## src/rtl/sstl_bidir_bus_ctrl.sv

```systemverilog
// Half-duplex master for a shared bidirectional bus built from per-bit tri-state I/O cells.
// Turns valid/ready read/write requests into I/T drive sequences and samples the pad value.
// On every direction change it inserts released-bus idle cycles, so the FPGA and the
// external device never drive the bus at the same time.
// Every output is a register loaded from the next-state logic. No input reaches an
// output without passing through a flop.
module sstl_bidir_bus_ctrl #(
    parameter int unsigned WIDTH        = 8,
    parameter int unsigned TURNAROUND   = 1,
    parameter int unsigned READ_LATENCY = 2
) (
    input  logic             clk,
    input  logic             rst_n,
    input  logic             req_valid,
    output logic             req_ready,
    input  logic             req_write,
    input  logic [WIDTH-1:0] req_wdata,
    output logic             rsp_valid,
    output logic [WIDTH-1:0] rsp_rdata,
    output logic [WIDTH-1:0] bus_i,
    output logic [WIDTH-1:0] bus_t,
    input  logic [WIDTH-1:0] bus_o,
    output logic             bus_strobe
);

    localparam logic [2:0] StIdle   = 3'd0;
    localparam logic [2:0] StTurn   = 3'd1;
    localparam logic [2:0] StDrive  = 3'd2;
    localparam logic [2:0] StStrobe = 3'd3;
    localparam logic [2:0] StWait   = 3'd4;

    localparam logic DirRead  = 1'b0;
    localparam logic DirWrite = 1'b1;

    // Counters hold "cycles remaining minus one", so the exit is taken when they read zero.
    localparam logic [3:0] TurnLoad = 4'(TURNAROUND - 1);
    localparam logic [3:0] WaitLoad = 4'((READ_LATENCY == 0) ? 0 : READ_LATENCY - 1);

    logic [2:0]       state_q, state_d;
    logic             dir_q, dir_d;
    logic [3:0]       cnt_q, cnt_d;
    logic             req_ready_q, req_ready_d;
    logic             rsp_valid_q, rsp_valid_d;
    logic [WIDTH-1:0] rsp_rdata_q, rsp_rdata_d;
    logic [WIDTH-1:0] bus_i_q, bus_i_d;
    logic [WIDTH-1:0] bus_t_q, bus_t_d;
    logic             bus_strobe_q, bus_strobe_d;
    logic             sample;

    // Next state, plus the output values that belong to that next state.
    always_comb begin
        state_d     = state_q;
        dir_d       = dir_q;
        cnt_d       = cnt_q;
        bus_i_d     = bus_i_q;
        rsp_rdata_d = rsp_rdata_q;
        sample      = 1'b0;

        case (state_q)
            StIdle: begin
                if (req_valid) begin
                    // Load the write data now; during a turn the bus is released, so it
                    // does not matter that bus_i changes early.
                    if (req_write) begin
                        bus_i_d = req_wdata;
                    end
                    if (req_write != dir_q) begin
                        state_d = StTurn;
                        dir_d   = req_write;
                        cnt_d   = TurnLoad;
                    end else begin
                        state_d = req_write ? StDrive : StStrobe;
                    end
                end
            end
            StTurn: begin
                if (cnt_q == 4'd0) begin
                    state_d = (dir_q == DirWrite) ? StDrive : StStrobe;
                end else begin
                    cnt_d = cnt_q - 4'd1;
                end
            end
            StDrive: begin
                state_d = StIdle;
            end
            StStrobe: begin
                if (READ_LATENCY == 0) begin
                    sample  = 1'b1;
                    state_d = StIdle;
                end else begin
                    state_d = StWait;
                    cnt_d   = WaitLoad;
                end
            end
            StWait: begin
                if (cnt_q == 4'd0) begin
                    sample  = 1'b1;
                    state_d = StIdle;
                end else begin
                    cnt_d = cnt_q - 4'd1;
                end
            end
            default: begin
                state_d = StIdle;
            end
        endcase

        if (sample) begin
            rsp_rdata_d = bus_o;
        end
        rsp_valid_d  = sample;
        req_ready_d  = (state_d == StIdle);
        bus_strobe_d = (state_d == StDrive) || (state_d == StStrobe);
        // Drive during DRIVE and keep driving while parked in write direction; release otherwise.
        bus_t_d      = ((state_d == StDrive) || ((state_d == StIdle) && (dir_d == DirWrite)))
                       ? {WIDTH{1'b0}} : {WIDTH{1'b1}};
    end

    // State and registered outputs; reset releases the bus at once.
    always_ff @(posedge clk or negedge rst_n) begin
        if (!rst_n) begin
            state_q      <= StIdle;
            dir_q        <= DirRead;
            cnt_q        <= 4'd0;
            req_ready_q  <= 1'b1;
            rsp_valid_q  <= 1'b0;
            rsp_rdata_q  <= {WIDTH{1'b0}};
            bus_i_q      <= {WIDTH{1'b0}};
            bus_t_q      <= {WIDTH{1'b1}};
            bus_strobe_q <= 1'b0;
        end else begin
            state_q      <= state_d;
            dir_q        <= dir_d;
            cnt_q        <= cnt_d;
            req_ready_q  <= req_ready_d;
            rsp_valid_q  <= rsp_valid_d;
            rsp_rdata_q  <= rsp_rdata_d;
            bus_i_q      <= bus_i_d;
            bus_t_q      <= bus_t_d;
            bus_strobe_q <= bus_strobe_d;
        end
    end

    assign req_ready  = req_ready_q;
    assign rsp_valid  = rsp_valid_q;
    assign rsp_rdata  = rsp_rdata_q;
    assign bus_i      = bus_i_q;
    assign bus_t      = bus_t_q;
    assign bus_strobe = bus_strobe_q;

endmodule

```

## config.mk

```make
export PLATFORM = sky130hd
export DESIGN_NAME = sstl_bidir_bus_ctrl
export DESIGN_NICKNAME = d
export VERILOG_FILES = /design/src/rtl/sstl_bidir_bus_ctrl.sv
export SDC_FILE = /design/constraint.sdc
export NUM_CORES = 1
export LEC_CHECK = 0
export CORE_UTILIZATION = 40
export DETAILED_ROUTE_END_ITERATION = 12
export PLACE_DENSITY = 0.73
export SLEW_MARGIN = 20
export SYNTH_ARGS = -nofsm -noshare
export SYNTH_HDL_FRONTEND = slang
export SYNTH_SLANG_ARGS = --single-unit
```

## constraint.sdc

```tcl
create_clock -name clk -period 2.2 [get_ports clk]
set_clock_uncertainty 0.05 [all_clocks]
set_input_delay 0.44 -clock clk [delete_from_list [all_inputs] [get_ports clk]]
set_output_delay 0.44 -clock clk [all_outputs]
set_load 0.05 [all_outputs]
```

## Yosys cells after proc, flatten, opt, wreduce, memory -nomap -nowiden

Cells that the tools add are included.

| cells by class | value |
|---|---|
| order comparisons | 0 |
| $add $sub $neg | 1 |
| mux-type cells | 17 |
| shifts and indexed selects | 0 |
| reduce and logical (&&, ||, !) cells | 10 |
| equal/unequal tests | 9 |
| bitwise logic cells | 0 |
| div/mod/pow operators | 0 |
| $mul | 0 |

Operators with widths:

| kind | number |
|---|---|
| $mux W4 | 3 |
| $pmux W3 S4 | 1 |
| $pmux W4 S3 | 1 |
| $eq A3 B2 Y1 const B | 3 |
| $mux W3 | 3 |
| $mux W8 | 1 |
| $mux W1 | 7 |
| $logic_not A3 Y1 | 2 |
| $ne A2 B2 Y1 const B | 3 |
| $logic_not A4 Y1 | 1 |
| $reduce_and A4 Y1 | 1 |
| $sub A4 B1 Y4 const B | 1 |
| $eq A3 B1 Y1 const B | 1 |
| $eq A3 B3 Y1 const B | 1 |
| $reduce_and A3 Y1 | 1 |
| $reduce_bool A3 Y1 | 1 |
| $logic_or A1 B1 Y1 | 2 |
| $mux W2 | 1 |
| $reduce_or A2 Y1 | 1 |
| $logic_and A1 B1 Y1 | 1 |
| $ne A1 B1 Y1 | 1 |

| word-level totals | value |
|---|---|
| memories | 0 |
| logic and storage cells | 46 |
| bits in read-only memories | 0 |
| output and inout port bits | 27 |
| input port bits | 20 |
| register bits after elaboration | 35 |
| bits in latches | 0 |
| memory bits (writable) | 0 |

## Depth between registers and ports, before layout

| depth | value |
|---|---|
| depth after elaboration | 8 |
| gate-level depth with buffers | 6 |

## Least setup slack after synthesis

No wires, ideal clock.

| timing | value |
|---|---|
| path type | reg-to-reg |
| start point | register cnt_q[0] |
| end point | register cnt_q[0] |
| data required time | 2024 ps |
| arrival time | 1518 ps |
| buffers on the path | 0 |
| stages on the path, launching flop included | 7 |
| path slack | 506 ps |
| period minus slack after synthesis | 1694 ps |
| cells stage by stage | dfrtp_1 > inv_1 > ha_1 > nor3b_2 > a21bo_2 > and3_4 > a221o_1 |

| on the way | value |
|---|---|
| cells in the longest elaborated chain, start to end | 3 |

RTL lines:

| item | line | source |
|---|---|---|
| start, declared | 41 | `logic [3:0] cnt_q, cnt_d;` |
| start signal, assigned | 134 | `cnt_q <= cnt_d;` |
| $sub A4 B1 Y4 / $logic_not A4 Y1 (equally long branches) | - |  |
| $mux W4 / $ne A2 B2 Y1 (equally long branches) | - |  |
| $pmux W4 S3 / $reduce_and A4 Y1 (equally long branches) | - |  |

Several ways; a longest one is shown, not always the timed one. The select of a mux whose other input is x is not followed.
A chain may end at the register's enable or synchronous reset.

## Final worst setup path

| timing | value |
|---|---|
| start point | register bus_i_q[1] (netlist: bus_i[1]) |
| end point | output bus_i[1] |

RTL lines:

| item | line | source |
|---|---|---|
| start, declared | 45 | `logic [WIDTH-1:0] bus_i_q, bus_i_d;` |
| start signal, assigned | 128 | `bus_i_q <= {WIDTH{1'b0}};` |
| start signal, assigned | 138 | `bus_i_q <= bus_i_d;` |
| end, declared | 20 | `output logic [WIDTH-1:0] bus_i,` |

No word-level cell between the ends.

==> results.tsv <==
stage	metric	value	unit
grt	first-pass GRT wire length	4319	um
grt	All-Layer GR Usage	16.53	%
placed_design	pre-CTS WS	185.5	ps
routing	post-detailed-route count of antenna-violating nets	0	
yosys	portion of the post-synthesis area used by sequential elements	53.83	%
outcome	outcome	complete, no violations	
worst_setup_path	data arrival time of the critical path	1520	ps
floorplanning	core footprint	0.003078	mm^2
yosys	share of the synthesized area in the top cell type	49.81	%
layout	commonest cells after routing, fill and taps aside	37 x sky130_fd_sc_hd__clkdlybuf4s50_1, 26 x sky130_fd_sc_hd__dfrtp_1, 14 x sky130_fd_sc_hd__mux2_2	
sta	normalized max-slew margin	62.67	%
job	max capacitance violation total	0	
yosys	fraction of the mapped netlist area in adder cells	2.874	%
routing	number of remaining DRC errors	0	
sta	transition time at the pin with the least slew margin	557.6	ps
clocking	Clock Sink Count	28	
worst_setup_path	Critical Path Fanout Max	2	
routing	drt first-iter violations	4	
hold_path	worst hold-check path type	input pin to async pin	
floorplanning	starting density of the core	42.44	%
clocking	CTS buffer count	3	
clocking	CTS tree	done	
yosys	Synth Register Bits	28	
yosys	count of flip-flops with a built-in enable after synthesis	0	
clocking	level count of the clock H-tree	1	
yosys	simple-gate portion of the synthesized area	14.66	%
sta	tightest hold margin	426.4	ps
routing	via count normalized by instance count	4.763	
worst_setup_path	data required time of the worst path	1710	ps
grt	sum of overflow across all layers after global routing	0	
layout	number of antenna diodes	0	
grt	initial antenna violation count	0	
worst_setup_path	buffers plus inverters on the worst setup path	1	
grt	largest net degree at the start of global routing	29	
sta	Final setup viols	0	
layout	share of post-route cells with drive strength above 1	23.97	%
yosys	fraction of the mapped netlist area in compound gates	7.088	%
worst_setup_path	Worst Setup Start Kind	register	
yosys	Gate Count Post-Synth	105	
yosys	share of cell area taken by muxes after synthesis	14.56	%
placed_design	number of buffers inserted by port buffering	46	
layout	commonest non-fill, non-tap cell in the layout	sky130_fd_sc_hd__clkdlybuf4s50_1	
routing	detailed-router iteration count before antenna repair	3	
yosys	XOR/XNOR share of the synthesized area	0	%
clocking	hold-fix buffers at CTS	0	
yosys	leading area contributor after synthesis	sky130_fd_sc_hd__dfrtp_1	
grt	vias in the first global route	985	
worst_setup_path	biggest cell delay along the critical path	820	ps
worst_setup_path	crit path capture type	output port	
layout	NumNets Final	170	
worst_setup_path	slowest stage cell on the critical path	sky130_fd_sc_hd__clkdlybuf4s50_1	
routing	via count	905	
placed_design	final weighted congestion in routability-driven placement	0.7192	
clocking	setup bufs post-CTS	0	
floorplanning	chip width	59.15	um
layout	layout-stage area growth over the synthesis result	35.92	%
yosys	share of async-settable or async-resettable flops after synthesis	100.0	%
sta	Max Clk Rate	496.5	MHz
clocking	latest clock arrival within the worst-skew pair	320	ps
routing	Wirelength per Cell	13.18	um
worst_setup_path	start-to-end type of the worst setup path	register to output port	
layout	Layout Cell Area excl Fill	0.001775	mm^2
sta	number of pins exceeding their max-slew limit in the final report	0	
sta	summed negative setup slack over all endpoints	0	ps
sta	worst-case setup margin in the final layout	185.7	ps
floorplanning	Rows	20	
sta	portion of the clock cycle consumed by the worst path in the final layout	91.56	%
yosys	number of distinct library cells after synthesis	31	
worst_setup_path	kind of cell adding the most delay to the critical path	buffers and inverters	
yosys	dominant combinational cell family by area after synthesis	simple AND/OR/NAND/NOR gates	
sta	RSZ-0062 raised after global routing	no	
floorplanning	count of pins on the block boundary	47	
routing	wirelength, routed	2504	um
yosys	total standard cell area after synthesis	0.001306	mm^2
floorplanning	die outline area	0.003498	mm^2
yosys	top_reg_cell synth	sky130_fd_sc_hd__dfrtp_1	
placed_design	cell area after placement	0.001737	mm^2
yosys	top cells by area, synth	sky130_fd_sc_hd__dfrtp_1 50%, sky130_fd_sc_hd__mux2_2 12%, sky130_fd_sc_hd__buf_4 5.2%	
yosys	mean cell area of the mapped netlist	12.44	um^2
yosys	Post-Syn Nets	128	
clocking	maximum number of buffers from clock root to sink	2	
worst_setup_path	CP cell instances	clkdlybuf4s50_1	
floorplanning	vertical die dimension	59.15	um
sta	Final min period	2014	ps
sta	Hold Vio Cnt, Final	0	
clocking	clock edge transition at the registers on the reported setup and hold paths	150	ps
clocking	root cell of the clock tree	sky130_fd_sc_hd__clkbuf_4	
yosys	synth warn	0	
-- per-layer routing --
metal | routed length (um) | track usage (%)
met1 | 1007 | 18.14
met2 | 1378 | 30.84
met3 | 90 | 1.965
met4 | 27 | 8.844
met5 | 0 | 0
-- synthesized netlist by cell type, drive strengths merged (2+ instances only) --
library cell / count
nor3: 5
o21ai: 6
buf: 10
nor2: 2
dfrtp: 26
a21oi: 2
ha: 3
a21o: 2
nand2b: 2
dfstp: 2
inv: 5
nand2: 6
nor3b: 4
nor4b: 2
mux2: 16
nor2b: 3
-- state kept, by name (all words and copies together), names as in the netlist --
signal      flops
bus_strobe      1
dir_q           1
bus_t           1
bus_i           8
req_ready       1
cnt_q           4
rsp_valid       1
state_q         3
rsp_rdata       8
-- through the flow --
step,utilization [%],instances
final,57.68,190
after global routing,57.68,190
after CTS,57.60,190
after detailed placement,56.42,186
after global placement,56.42,186
after floorplan,-,105
-- kinds of logic (layout without fill, tap and decap cells) --
kind of cell | after synthesis | after routing
DFF | 28 | 28
and+or+nand+nor | 28 | 28
muxes | 17 | 17
buffers and inverters | 15 | 56
AOI/OAI and AO/OA | 14 | 14
adders and majority gates | 3 | 3
-- final cells by class --
cell class,count,area (um^2)
multi-input cells,62,511.7
clock buffers,4,36.28
well taps,44,55.05
inverters,5,18.77
repair buffers,47,450.4
flip-flops and latches,28,703.2
fillers,269,1303
-- final timing paths --
path	cells after the start	end	slack, ps	start
worst max-delay path	1	bus_i[1]	190	bus_i[1]
min in group clk	1	bus_i[3]	460	bus_i[3]
worst max register to register	5	rsp_rdata[7]	230	cnt_q[0]
worst min register to register	1	bus_i[3]	460	bus_i[3]
max in group asynchronous	2	req_ready	1380	rst_n
worst min-delay path	2	bus_i[1]	430	rst_n
-- repair_timing --
action / CTS / global route
endpoints found under the setup margin: 0 / 1
gates resized for setup: 0 / 1
hold endpoints to repair: 0 / 0
Power is not shown: default switching activity piles up to over one toggle a cycle in this logic, so the estimate is an artifact.
